[src/rtl/pic_inta_sequencer.sv]
// pic_inta_sequencer
// Runs 8259A-style interrupt-acknowledge cycles. It raises INT to the CPU and
// counts INTA_n pulses. It provides the byte for Data_bus and its drive enable
// (CALL/address bytes in 8080 mode, a vector in 8086 mode). It also freezes the
// priority resolver and issues ISR set/clear pulses.
module pic_inta_sequencer #(
   parameter logic [7:0] CALL_OPCODE = 8'hCD,
   parameter logic [2:0] SPURIOUS_IR = 3'd7
) (
   input  logic       clk,
   input  logic       reset,
   input  logic       INTA_n,
   input  logic       int_pending,
   input  logic [2:0] int_level,
   input  logic       mode_8086,
   input  logic       aeoi,
   input  logic       interval4,
   input  logic [4:0] vec_base,
   input  logic [2:0] addr_lo,
   input  logic [7:0] addr_hi,
   output logic       INT,
   output logic [7:0] bus_data,
   output logic       bus_drive,
   output logic       freeze,
   output logic       isr_set,
   output logic       isr_clr,
   output logic [2:0] isr_level,
   output logic       busy
);

   typedef enum logic [1:0] {IDLE, ACK1, ACK2, ACK3} state_t;

   state_t     state;
   logic       inta_q;     // INTA_n delayed one clk, for edge detection
   logic       mode_q;     // 8086 mode latched at the first fall
   logic       aeoi_q;     // auto-EOI latched at the first fall
   logic       spur_q;     // no valid request at the first fall
   logic [2:0] level_q;    // level latched at the first fall

   logic       fall;
   logic       rise;
   logic [2:0] fall_level;
   logic [7:0] ack2_byte;

   // Edge detection, the level to latch on a fall, and the second-byte encoding
   always_comb begin
      // NOTE: a default assignment at the top of every always_comb keeps each path assigned, so no latch is inferred.
      fall       = 1'b0;
      rise       = 1'b0;
      fall_level = SPURIOUS_IR;
      ack2_byte  = 8'h00;
      fall = inta_q & ~INTA_n;
      rise = ~inta_q & INTA_n;
      if (int_pending) fall_level = int_level;
      // The ICW fields are sampled live. Only the mode is frozen, and it is frozen by mode_q.
      if (mode_q)         ack2_byte = {vec_base, level_q};
      else if (interval4) ack2_byte = {addr_lo[2:0], level_q, 2'b00};
      else                ack2_byte = {addr_lo[2:1], level_q, 3'b000};
   end

   // Acknowledge FSM. Every output is registered here.
   always_ff @(posedge clk) begin
      if (reset) begin
         // NOTE: every register is reset, including the latched context, so an abort leaves nothing stale.
         state     <= IDLE;
         inta_q    <= 1'b1;
         mode_q    <= 1'b0;
         aeoi_q    <= 1'b0;
         spur_q    <= 1'b0;
         level_q   <= 3'd0;
         INT       <= 1'b0;
         bus_data  <= 8'h00;
         bus_drive <= 1'b0;
         freeze    <= 1'b0;
         isr_set   <= 1'b0;
         isr_clr   <= 1'b0;
         isr_level <= 3'd0;
         busy      <= 1'b0;
      end else begin
         // NOTE: non-blocking assignments let every register see the pre-edge values, as the hardware does.
         inta_q  <= INTA_n;
         isr_set <= 1'b0;
         isr_clr <= 1'b0;
         unique case (state)
            IDLE: begin
               INT <= int_pending;
               if (fall) begin
                  // A fall is accepted even when INT is low. In that case it is handled as spurious.
                  state     <= ACK1;
                  INT       <= 1'b0;
                  mode_q    <= mode_8086;
                  aeoi_q    <= aeoi;
                  spur_q    <= ~int_pending;
                  level_q   <= fall_level;
                  isr_level <= fall_level;
                  isr_set   <= int_pending;
                  freeze    <= 1'b1;
                  busy      <= 1'b1;
                  bus_drive <= ~mode_8086;
                  if (!mode_8086) bus_data <= CALL_OPCODE;
               end
            end
            ACK1: begin
               if (rise) begin
                  bus_drive <= 1'b0;
                  state     <= ACK2;
               end
            end
            ACK2: begin
               if (rise) begin
                  bus_drive <= 1'b0;
                  if (mode_q) begin
                     state   <= IDLE;
                     freeze  <= 1'b0;
                     busy    <= 1'b0;
                     isr_clr <= aeoi_q & ~spur_q;
                  end else begin
                     state <= ACK3;
                  end
               end else if (!INTA_n) begin
                  bus_drive <= 1'b1;
                  bus_data  <= ack2_byte;
               end
            end
            ACK3: begin
               if (rise) begin
                  state     <= IDLE;
                  bus_drive <= 1'b0;
                  freeze    <= 1'b0;
                  busy      <= 1'b0;
                  isr_clr   <= aeoi_q & ~spur_q;
               end else if (!INTA_n) begin
                  bus_drive <= 1'b1;
                  bus_data  <= addr_hi;
               end
            end
            default: state <= IDLE;
         endcase
      end
   end

endmodule

[config.mk]
export PLATFORM = sky130hd
export DESIGN_NAME = pic_inta_sequencer
export DESIGN_NICKNAME = d
export VERILOG_FILES = /design/src/rtl/pic_inta_sequencer.sv
export SDC_FILE = /design/constraint.sdc
export NUM_CORES = 1
export LEC_CHECK = 0
export ABC_AREA = 1
export CORE_MARGIN = 2
export CORE_UTILIZATION = 40
export CTS_BUF_LIST = sky130_fd_sc_hd__clkbuf_8
export DETAILED_ROUTE_END_ITERATION = 10
export PLACE_DENSITY = 0.84
export SLEW_MARGIN = 0
export SYNTH_ARGS = -nofsm -noshare
export SYNTH_HDL_FRONTEND = slang
export SYNTH_SLANG_ARGS = --single-unit
[constraint.sdc]
create_clock -name clk -period 1.7 [get_ports clk]
set_input_delay 0.34 -clock clk [delete_from_list [all_inputs] [get_ports clk]]
set_output_delay 0.34 -clock clk [all_outputs]
set_load 0.01 [all_outputs]
==> results of run 1 <==
==> worst max-delay path by stage <==
stage / from / endpoint / slack (ns)
finish: level_q[0] / isr_level[0] / 0.11
global route: level_q[0] / isr_level[0] / 0.05
floorplan: INTA_n / bus_data[3] / 0.50
global placement: INTA_n / bus_data[3] / 0.01
detailed placement: INTA_n / bus_data[3] / -0.04
CTS: level_q[0] / isr_level[0] / 0.10
==> cells in the mapped netlist <==
master / instances / area share (%)
o31ai_1: 1 / 0.64
buf_2: 1 / 0.42
or2_2: 3 / 1.6
buf_4: 1 / 0.64
nand2_2: 1 / 0.53
clkbuf_8: 2 / 2.3
nand4_1: 2 / 1.1
buf_6: 1 / 0.95
nor2_4: 2 / 1.9
o22ai_1: 2 / 1.1
a21oi_1: 10 / 4.2
nor2_1: 34 / 11
o21ai_0: 6 / 2.5
dfxtp_1: 22 / 37
nand3_1: 12 / 5.1
clkbuf_1: 1 / 0.32
nand2_4: 2 / 1.9
nor4_1: 1 / 0.53
inv_1: 25 / 7.9
nand2_1: 53 / 17
a21oi_4: 1 / 1.4
==> per-layer routing <==
| layer | up-vias | global-route usage [%] | routed length, um | share of wire (%) |
|---|---|---|---|---|
| met5 | - | 0 | 0 | 0 |
| met4 | 0 | 4.98 | 10 | 0.37 |
| met3 | 2 | 3.08 | 182 | 6.8 |
| met2 | 34 | 28.9 | 1200 | 45 |
| met1 | 521 | 22.5 | 1290 | 48 |
| li1 | 649 | - | - | - |
==> registers in the layout, summed over array words and instances (netlist names) <==
name       flops
INT            1
aeoi_q         1
bus_data       8
bus_drive      1
busy           1
inta_q         1
isr_clr        1
isr_set        1
level_q        3
mode_q         1
spur_q         1
state          2
==> cell type report <==
type,instances,area [sq um]
tap,31,38.8
fill,262,1110
sequential,22,440
inverter,25,93.8
clock buffer,4,55.1
multi-input combinational,130,592
timing repair buffer,46,450
==> power by group through the flow <==
stage          logic, W  registers [W]  clock network, W
6_report       0.000866       0.000739          0.000371
2_1_floorplan  0.000530       0.000764                 0
3_3_place_gp   0.000851       0.000749                 0
3_5_place_dp   0.000867       0.000748                 0
5_1_grt        0.000974       0.000758          0.000401
4_1_cts        0.000872       0.000740          0.000381
==> stage by stage <==
| stage | setup WS, ns | total power (W) |
|---|---|---|
| floorplan | 0.498 | 0.00129 |
| global placement | 0.0127 | 0.00160 |
| detailed placement | -0.0420 | 0.00161 |
| CTS | 0.105 | 0.00199 |
| global route | 0.0499 | 0.00213 |
| finish | 0.108 | 0.00198 |
==> cell families after synthesis <==
| logic type | synth area share [%] |
|---|---|
| compound gates | 9.85 |
| buf+inv | 12.6 |
| simple gates | 40.3 |
| flops | 37.3 |
==> reports/results.txt, run 1 <==
The run finished with clean final reports. The endpoint class of the critical path is an output pin. The tools report the pin count of the biggest net entering global routing as 14.

After routing the design area is 1670 sq um. The clock period could shrink to 1.59 ns. The worst-case IR drop observed on VDD is 826 uV. The logs give 3400 sq um for the full die area and 37.3% for the fraction of the yosys area taken by sequential cells.

The beginning of the worst register-to-register path is state[1]. Summing all placed instances gives a cell area of 1620 sq um. For this run, the total global-route usage over all layers was measured as 17.2%.

The worst pin sits at a relative slew slack of 72.4%. The number of gates resized after CTS was 0. For this design, the slowest cell found on the critical path is clkdlybuf4s50_1. The worst hold path stage count was 1; the number of optimization iterations in the first detailed-route pass was 4.

TritonCTS built the clock tree. Setup violations remaining at the end of the flow were counted as 0. The post-detailed-placement half-perimeter wirelength was 2070 um; the initial core utilization was 42.5%. When the netlist entered floorplanning its net count stood at 209.

For this design the ratio of total power to cell area is 1180 nW/um^2. The clock sink total came out at 22. The mapped netlist covers 1180 sq um. Input and output buffers added on the ports amount to 42. The clock transition at the registers of the reported paths is 0.08 ns.

The critical path depth in cells was 1; the area of the core was 2780 sq um. Static timing analysis puts the maximum clock frequency at 628 MHz. The average via count per standard cell is 4.67. The proportion of total power due to net switching works out to 36.4%.

After detailed routing, the average wire length per cell comes to 10.4 um. The final layout contains 254 nets. The number of antenna violations at the first check in global routing was 0. TritonCTS created 3 clock buffers. The library cells used most frequently in the layout, excluding fill and tap cells, are nand2_1, clkdlybuf4s50_1, nor2_1. The leakage power is 0.764 nW, and the final-report hold violation count is 0. The library cell used most frequently in the layout, excluding fill and tap cells, is nand2_1. Compared with the post-synthesis result, the final layout area differs by 41.4%. The combined buffer and inverter count along the critical path is 1, and the synthesized instance count is 183.

The arrival time reported for the critical path endpoint is 1.25 ns. Measured along the y axis, the die boundary spans 58.3 um. The count of vias placed by the detailed router was 1206. The logs give 0 for the overflow left after global routing and 0 for the detailed-route DRC error count. The category of the worst setup path launch point is a flop. The H-tree depth was 1. In this design, the stage delay of the slowest critical-path cell is 0.57 ns. The tools report the cell row count as 19. The clock passes through at most 2 buffers. The count of nets left with antenna violations once routing finished came out at 0.

The count of max-cap constraint violations was 0; the number of synthesized register bits was 22. The path with the worst hold slack has its endpoint at isr_clr. The number of global-route vias before repair came out at 1069. The ratio of cells with drive above 1 in the final layout was 7.49%; the combinational cell fraction of total power was 43.8%. The number of inserted diodes was 0. After routing, the total negative slack on setup checks comes to 0 ns. The tools report the routability congestion estimate as 0.850. The share of the core filled with cells in the final layout is 60.1%. The overall die width was 58.3 um; the first-pass GRT wire length was 4590 um. The starting DRC count in detailed routing was 47; the share of the clock period used by the worst path after layout was 93.7%. In this run, post-CTS hold repair placed 0 buffers. Summed over all nets, the switching power comes to 0.000719 W. In this design, the largest share of critical-path delay is due to buffers and inverters.

The type of the setup path with the least slack was flop to output pin. Pin placement for this block handled 43 I/O pins. The internal power of the cells totals 0.00126 W. The tools report the count of yosys warnings during synthesis as 0. The average cell area after synthesis is 6.45 sq um.

In this run, distinct cell masters in the synthesized netlist total 21. The reg-to-reg critical path endpoint is bus_data[6]. The count of pins over their slew limit was 0.

The worst register-to-register path has a setup slack of 0.31 ns. The tools report the register share of total power as 37.4%. The required arrival time at the worst endpoint was 1.36 ns; the clock insertion delay at the later pin of the skew report was 0.26 ns.

The class of the tightest hold or removal check was flop to flop. Walking the worst path, the cells encountered are clkdlybuf4s50_1. For the pin with the worst max-slew slack, the measured transition is 0.413 ns.

The number of cells in the design after placement was 254; the post-CTS setup buffer count was 0. The final setup skew is 0.000904 ns. For the worst flop-to-flop path, the logic depth is 6.

After the flow finishes, the layout carries non-filler instances totaling 258. The proportion of power drawn by the clock network is 18.8%. The startpoint identified for the worst hold timing path is spur_q. After detailed routing, the total wire length is 2690 um. Setup repair after global routing left no endpoint under its margin. Hold is met by 0.413 ns.

In this run the worst path has a maximum fanout of 5. CTS placed an instance of clkbuf_8 at the clock tree root.
No activity file was read; power rests on OpenSTA's default activity.
==> run 2, diff against run 1 <==
Clock period 1.7 ns to 1.94 ns, I/O delays scaled along.
==> reports/results.txt, run 2 (synthesized netlist as in run 1, its figures left out) <==
The tools report the detailed-route DRC error count as 0 (unchanged). The reg2reg setup slack was 0.48 ns (+0.17 ns). The tools report the worst max-slew margin expressed relative to the limit as 67.5% (-4.9 points). The number of CTS-inserted buffers was 3 (unchanged). The number of optimization iterations in the first detailed-route pass is 4 (unchanged). The most common cell after layout, fill and taps aside is nand2_1.

The worst-case clock buffer depth was 2 (unchanged); the number of routed nets with antenna violations was 0 (unchanged). Clock insertion delay at the later pin of the skew report: 0.27 ns (about the same). For the post-detailed-placement half-perimeter wirelength, the log shows 2090 um (+0.89%).

The worst hold path stage count is 1 (unchanged). The run gives 0 (unchanged) as the final-report hold violation count. Aggregate routed wire length: 2740 um (+1.9%). The power per cell area is 1090 nW/um^2 (-7.7%).

TritonCTS built the clock tree. The wire length on met3 is 157 um (-14%). The register with the most flip-flops is bus_data. The biggest cell delay along the critical path was 0.58 ns (about the same).

In this run the critical register-to-register path is captured at bus_data[6]. The average via count per standard cell works out to 4.68 (about the same). The final setup skew came out at 0.00794 ns (+0.00704 ns). Setup repair after global routing left no endpoint under its margin. Static timing analysis puts the maximum clock frequency at 599 MHz. The leakage power was 0.761 nW (-0.42%). In the finished design, the share of the clock period the worst path needs comes to 86.1%. The tools report the full die area as 3400 sq um (unchanged). The run gives 1 (unchanged) as the H-tree depth. The routability congestion estimate is 0.832 (-2.1%). The total power after layout came out at 0.00183 W (-7.6%).

The signal on the critical path passes through clkdlybuf4s50_1. The number of inserted diodes came out at 0 (unchanged). The aggregate global-route resource usage is 17.3% (+0.092 points). The tools report the buffer cell driving the clock tree root as clkbuf_8. The post-placement cell area is 1600 sq um (-0.93%), and the ratio of cells with drive above 1 in the final layout is 6.67% (-0.82 points).

The initial core utilization is 42.5% (unchanged), and the required arrival time at the worst endpoint is 1.55 ns (+0.19 ns). The clock transition at the registers of the reported paths was 0.08 ns (about the same); the number of antenna violations at the first check in global routing was 0 (unchanged). The tools report the endpoint class of the critical path as an output pin.

The worst path needs 1.67 ns of the cycle, external delays included. The run gives 0 (unchanged) as the hold buffer count at cts. The critical path is of the flop to output pin type. The path class of the tightest hold or removal check is flop to flop. For the count of vias placed by the detailed router, the log shows 1197 (-0.75%). The routed wirelength normalized by instance count was 10.7 um (+2.7%). The overflow left after global routing was 0 (unchanged).

The tools report the starting DRC count in detailed routing as 51 (+8.5%). The summed negative setup slack over all endpoints was 0 ns (unchanged). The worst hold path terminates at isr_clr. The length of routed met2 wiring was 1260 um (+4.9%).

The cell row count was 19 (unchanged); the transition at the pin with the smallest max-transition slack was 0.487 ns (+0.0739 ns). The number of flip-flops in the largest register came out at 8 (unchanged). The cell type of the slowest stage on the worst timing path was clkdlybuf4s50_1. The area added between synthesis and finish works out to 41.5% (about the same). The number of nets in the final layout is 252 (-0.79%), and the number of primary I/O pins is 43 (unchanged).

The height of the die came out at 58.3 um (unchanged). Beginning of the worst register-to-register path: state[1]. The run finished with clean final reports.

The combined buffer and inverter count along the critical path is 1 (unchanged). The run gives 0 (unchanged) as the post-CTS setup buffer count. The highest layer touched by signal routing is met4. The run gives 4400 um (-4.1%) as the first-pass GRT wire length.

The tools report the finished layout cell area as 1670 sq um (about the same). The clock sink total is 22 (unchanged). For the count of max-cap constraint violations, the log shows 0 (unchanged). The area of the core is 2780 sq um (unchanged), and the routed metal-1 wirelength is 1280 um (-1.3%).

Number of global-route vias before repair: 1011 (-5.4%). For the total of endpoints with negative setup slack in the final report, the log shows 0 (unchanged). The largest vdd supply drop came out at 960 uV (+16%). In the final layout, the registers with the most flip-flops are bus_data: 8 flops, level_q: 3 flops, state: 2 flops. The worst reg2reg path depth was 6 (unchanged); the arrival time reported for the critical path endpoint was 1.28 ns (+0.03 ns). The highest net fanout along the worst path came out at 5 (unchanged). The worst hold path begins at spur_q.

The top cell types in the final layout, fill and taps aside, are nand2_1, clkdlybuf4s50_1, nor2_1. The tools report the category of the worst setup path launch point as a flop. The category of cells accounting for the largest share of critical-path delay is buffers and inverters.

For the pin count of the biggest net entering global routing, the log shows 17 (+3). Overall die width: 58.3 um (unchanged). The logs give 0.412 ns (-0.000166 ns) for the worst hold margin and 269 (+2.7%) for the count of filler cells inserted in the layout. The number of resized instances in the post-cts repair step is 0 (unchanged), and the count of pins over their slew limit is 0 (unchanged). The quantity of I/O buffers inserted on ports is 42 (unchanged).
==> run 2: cell count changes in the layout (fill, tap and decap cells not counted) <==
cell | previous run | this run
buf_4 | 4 | 2
clkbuf_8 | 4 | 3
bufinv_16 | 0 | 1
==> run 2: area by class of cell <==
class	instances	area [sq um]	share of cell area [%]
clock inverters	1	30.0	1.80
clock buffers	3	41.3	2.47
repair buffers	44	435	26.0
multi-input cells	130	592	35.4
well taps	31	38.8	2.32
inverters	25	93.8	5.61
flip-flops and latches	22	440	26.3
==> run 2: worst max-delay path by stage <==
| stage | endpoint | from | cells after the start | slack [ns] |
|---|---|---|---|---|
| 2_1_floorplan | bus_data[3] | INTA_n | 7 | 0.69 |
| 4_1_cts | isr_level[0] | level_q[0] | 1 | 0.28 |
| 3_5_place_dp | bus_data[3] | INTA_n | 8 | 0.13 |
| 6_report | isr_level[0] | level_q[0] | 1 | 0.27 |
| 3_3_place_gp | bus_data[3] | INTA_n | 7 | 0.20 |
| 5_1_grt | isr_level[0] | level_q[0] | 1 | 0.22 |
==> run 2: power breakdown <==
group | total, W | internal [W] | switching [W]
Combinational | 0.000752 | 0.000357 | 0.000395
Clock | 0.000423 | 0.000276 | 0.000147
Sequential | 0.000650 | 0.000557 | 0.0000931
==> run 2: through the flow <==
step	util [%]	worst slack (ns)	instances
6_report	60.1	0.270	256
5_1_grt	60.1	0.217	256
4_1_cts	60.1	0.279	256
3_5_place_dp	57.5	0.134	252
3_3_place_gp	57.5	0.203	252
2_1_floorplan	-	0.690	183
==> run 2: per-layer routing <==
metal | GRT usage, % | up-vias
met5 | 0 | -
met3 | 3.30 | 5
met4 | 7.97 | 0
met2 | 27.8 | 31
met1 | 22.4 | 515
li1 | - | 646
==> run 3, diff against run 2 <==
Settings changed: CORE_ASPECT_RATIO set to 2.
==> reports/results.txt, run 3 (synthesized netlist as in run 1, its figures left out) <==
The starting DRC count in detailed routing was 50 (-2.0%). The pin count of the biggest net entering global routing was 14 (-3); the area added between synthesis and finish was 39.9%. The number of flip-flops in the largest register works out to 8 (unchanged). The count of max-cap constraint violations was 0 (unchanged). The signal on the critical path passes through clkdlybuf4s50_1. The worst max-slew margin expressed relative to the limit came out at 71.4% (+3.9 points). Height of the die: 80.9 um (+39%). The buffer cell driving the clock tree root is clkbuf_8. Count of pins over their slew limit: 0 (unchanged).

Routability congestion estimate: 0.900 (+8.2%). The run gives 1 (unchanged) as the H-tree depth. The clock transition at the registers of the reported paths was 0.08 ns (about the same). The full die area was 3430 sq um (+0.78%).

The clock insertion delay at the later pin of the skew report was 0.26 ns (about the same). The count of vias placed by the detailed router came out at 1248 (+4.3%). The most common cell after layout, fill and taps aside is nand2_1. The power per cell area came out at 1050 nW/um^2 (-4.2%). The highest net fanout along the worst path came out at 5 (unchanged).

The top cell types in the final layout, fill and taps aside, are nand2_1, clkdlybuf4s50_1, nor2_1. The worst reg2reg path depth came out at 7 (+1). The run gives 2770 sq um (-0.40%) as the area of the core.

The tools report the category of the worst setup path launch point as a flop. The quantity of I/O buffers inserted on ports was 42 (unchanged). Number of inserted diodes: 0 (unchanged). The combined buffer and inverter count along the critical path is 1 (unchanged), and the final setup skew is 0.00467 ns (-0.00327 ns). The largest individual stage delay along the critical path comes from the cell clkdlybuf4s50_1.

The highest clock frequency the design can meet is 608 MHz (+1.4%). The run finished with clean final reports. The aggregate routed wire length is 2850 um (+4.1%). The post-CTS setup buffer count is 0 (unchanged), and the leakage power is 0.753 nW (-0.97%).

Setup repair after global routing left no endpoint under its margin. The hold buffer count at cts was 0 (unchanged); the worst hold margin was 0.422 ns (+0.00997 ns). The summed negative setup slack over all endpoints came out at 0 ns (unchanged). The worst setup path is captured at an output pin.

Worst-case clock buffer depth: 2 (unchanged). Reg-to-reg critical path endpoint: bus_data[0]. Required arrival time at the worst endpoint: 1.55 ns (about the same).

The critical path is of the flop to output pin type. The overflow left after global routing is 0 (unchanged). The cell row count was 27 (+8); the number of CTS-inserted buffers was 3 (unchanged). The total of endpoints with negative setup slack in the final report is 0 (unchanged).

Among cell families on the critical path, the largest total delay comes from buffers and inverters. The tools report the clock sink total as 22 (unchanged). Largest vdd supply drop: 577 uV (-40%). The share of the clock period used by the worst path after layout was 84.8% (-1.2 points); the clock period minus final worst setup slack was 1.65 ns (-0.0238 ns).

The transition at the pin with the smallest max-transition slack is 0.427 ns (-0.0592 ns), and the number of resized instances in the post-cts repair step is 0 (unchanged). The first-pass GRT wire length was 4910 um (+12%); the routed wirelength normalized by instance count was 11.2 um (+4.9%). The post-detailed-placement half-perimeter wirelength was 2230 um (+7.1%); the biggest cell delay along the critical path was 0.57 ns (about the same). The tools report the number of routed nets with antenna violations as 0 (unchanged).

Arrival time reported for the critical path endpoint: 1.26 ns (-0.02 ns). The logs give 254 (-0.78%) for the final standard cell count with taps included and fillers excluded and 0 (unchanged) for the number of antenna violations at the first check in global routing. bus_data holds more flip-flops than any other register. The number of cells in the design after placement came out at 250 (-0.79%).

The reg2reg setup slack was 0.47 ns (about the same). Number of primary I/O pins: 43 (unchanged). The final-report hold violation count was 0 (unchanged). The tools report the beginning of the worst register-to-register path as state[1].

The number of optimization iterations in the first detailed-route pass was 4 (unchanged). Class of the tightest hold or removal check: flop to flop. The worst hold path terminates at isr_clr. The detailed-route DRC error count is 0 (unchanged), and the aggregate global-route resource usage is 18.2% (+0.97 points).

In the final layout, the registers with the most flip-flops are bus_data: 8 flops, level_q: 3 flops, state: 2 flops. The overall die width was 42.4 um (-27%). Source of the worst hold timing path: spur_q.

The ratio of cells with drive above 1 in the final layout was 6.67% (unchanged). The tools report the initial core utilization as 42.6% (+0.17 points). The worst hold path stage count is 1 (unchanged), and the average via count per standard cell is 4.91 (+5.1%). The number of nets in the final layout was 252 (unchanged); the number of global-route vias before repair was 1212 (+20%).

TritonCTS built the clock tree.
==> run 3: cell types whose count changed in the layout (fill, tap and decap cells not counted) <==
cell,before,now
bufinv_16,1,0
clkbuf_8,3,4
==> run 3: worst register-to-register path: stages (launching register included) <==
cell and delay (ns):
dfxtp_1 0.56, inv_1 0.07, nor2_1 0.35, nand2_1 0.11
o21ai_0 0.09, nand3_1 0.08, nand2_1 0.07, nor2_1 0.04
==> run 3: per-stage QoR <==
stage | worst slack (ns) | utilization, % | cell area [sq um] | power (W)
CTS | 0.294 | 59.7 | 1650 | 0.00174
finish | 0.294 | 59.7 | 1650 | 0.00173
floorplan | 0.690 | - | 1180 | 0.00113
global route | 0.268 | 59.7 | 1650 | 0.00186
detailed placement | 0.149 | 57.7 | 1600 | 0.00141
global placement | 0.203 | 57.7 | 1600 | 0.00140
==> run 3: how the worst max path moves through the flow <==
stage | depth (start not counted) | endpoint | from | slack, ns
after floorplan | 7 | bus_data[3] | INTA_n | 0.69
after detailed placement | 8 | bus_data[2] | INTA_n | 0.15
after CTS | 1 | isr_level[0] | level_q[0] | 0.29
after global placement | 7 | bus_data[3] | INTA_n | 0.20
after global routing | 1 | isr_level[0] | level_q[0] | 0.27
final | 1 | isr_level[0] | level_q[0] | 0.29
==> run 3: power by group <==
| part | leakage (nW) | internal, W | switching, W |
|---|---|---|---|
| Combinational | 0.543 | 0.000354 | 0.000393 |
| Clock | 0.0288 | 0.000181 | 0.000146 |
| Sequential | 0.181 | 0.000557 | 0.0000988 |
| Total | 0.753 | 0.00109 | 0.000638 |
==> run 3: metal layers <==
metal / routed length (um) / track usage, % / part of all wire, %
met1: 1090 / 18.4 / 38
met2: 1580 / 36.0 / 56
met3: 115 / 2.22 / 4.0
met4: 59 / 7.81 / 2.1
met5: 0 / 0 / 0
==> run 3: layout make-up <==
cell class / instances / area (sq um)
Clock buffer: 4 / 55.1
Tap cell: 29 / 36.3
Sequential cell: 22 / 440
Multi-Input combinational cell: 130 / 592
Inverter: 25 / 93.8
Fill cell: 266 / 1120
Timing Repair Buffer: 44 / 435
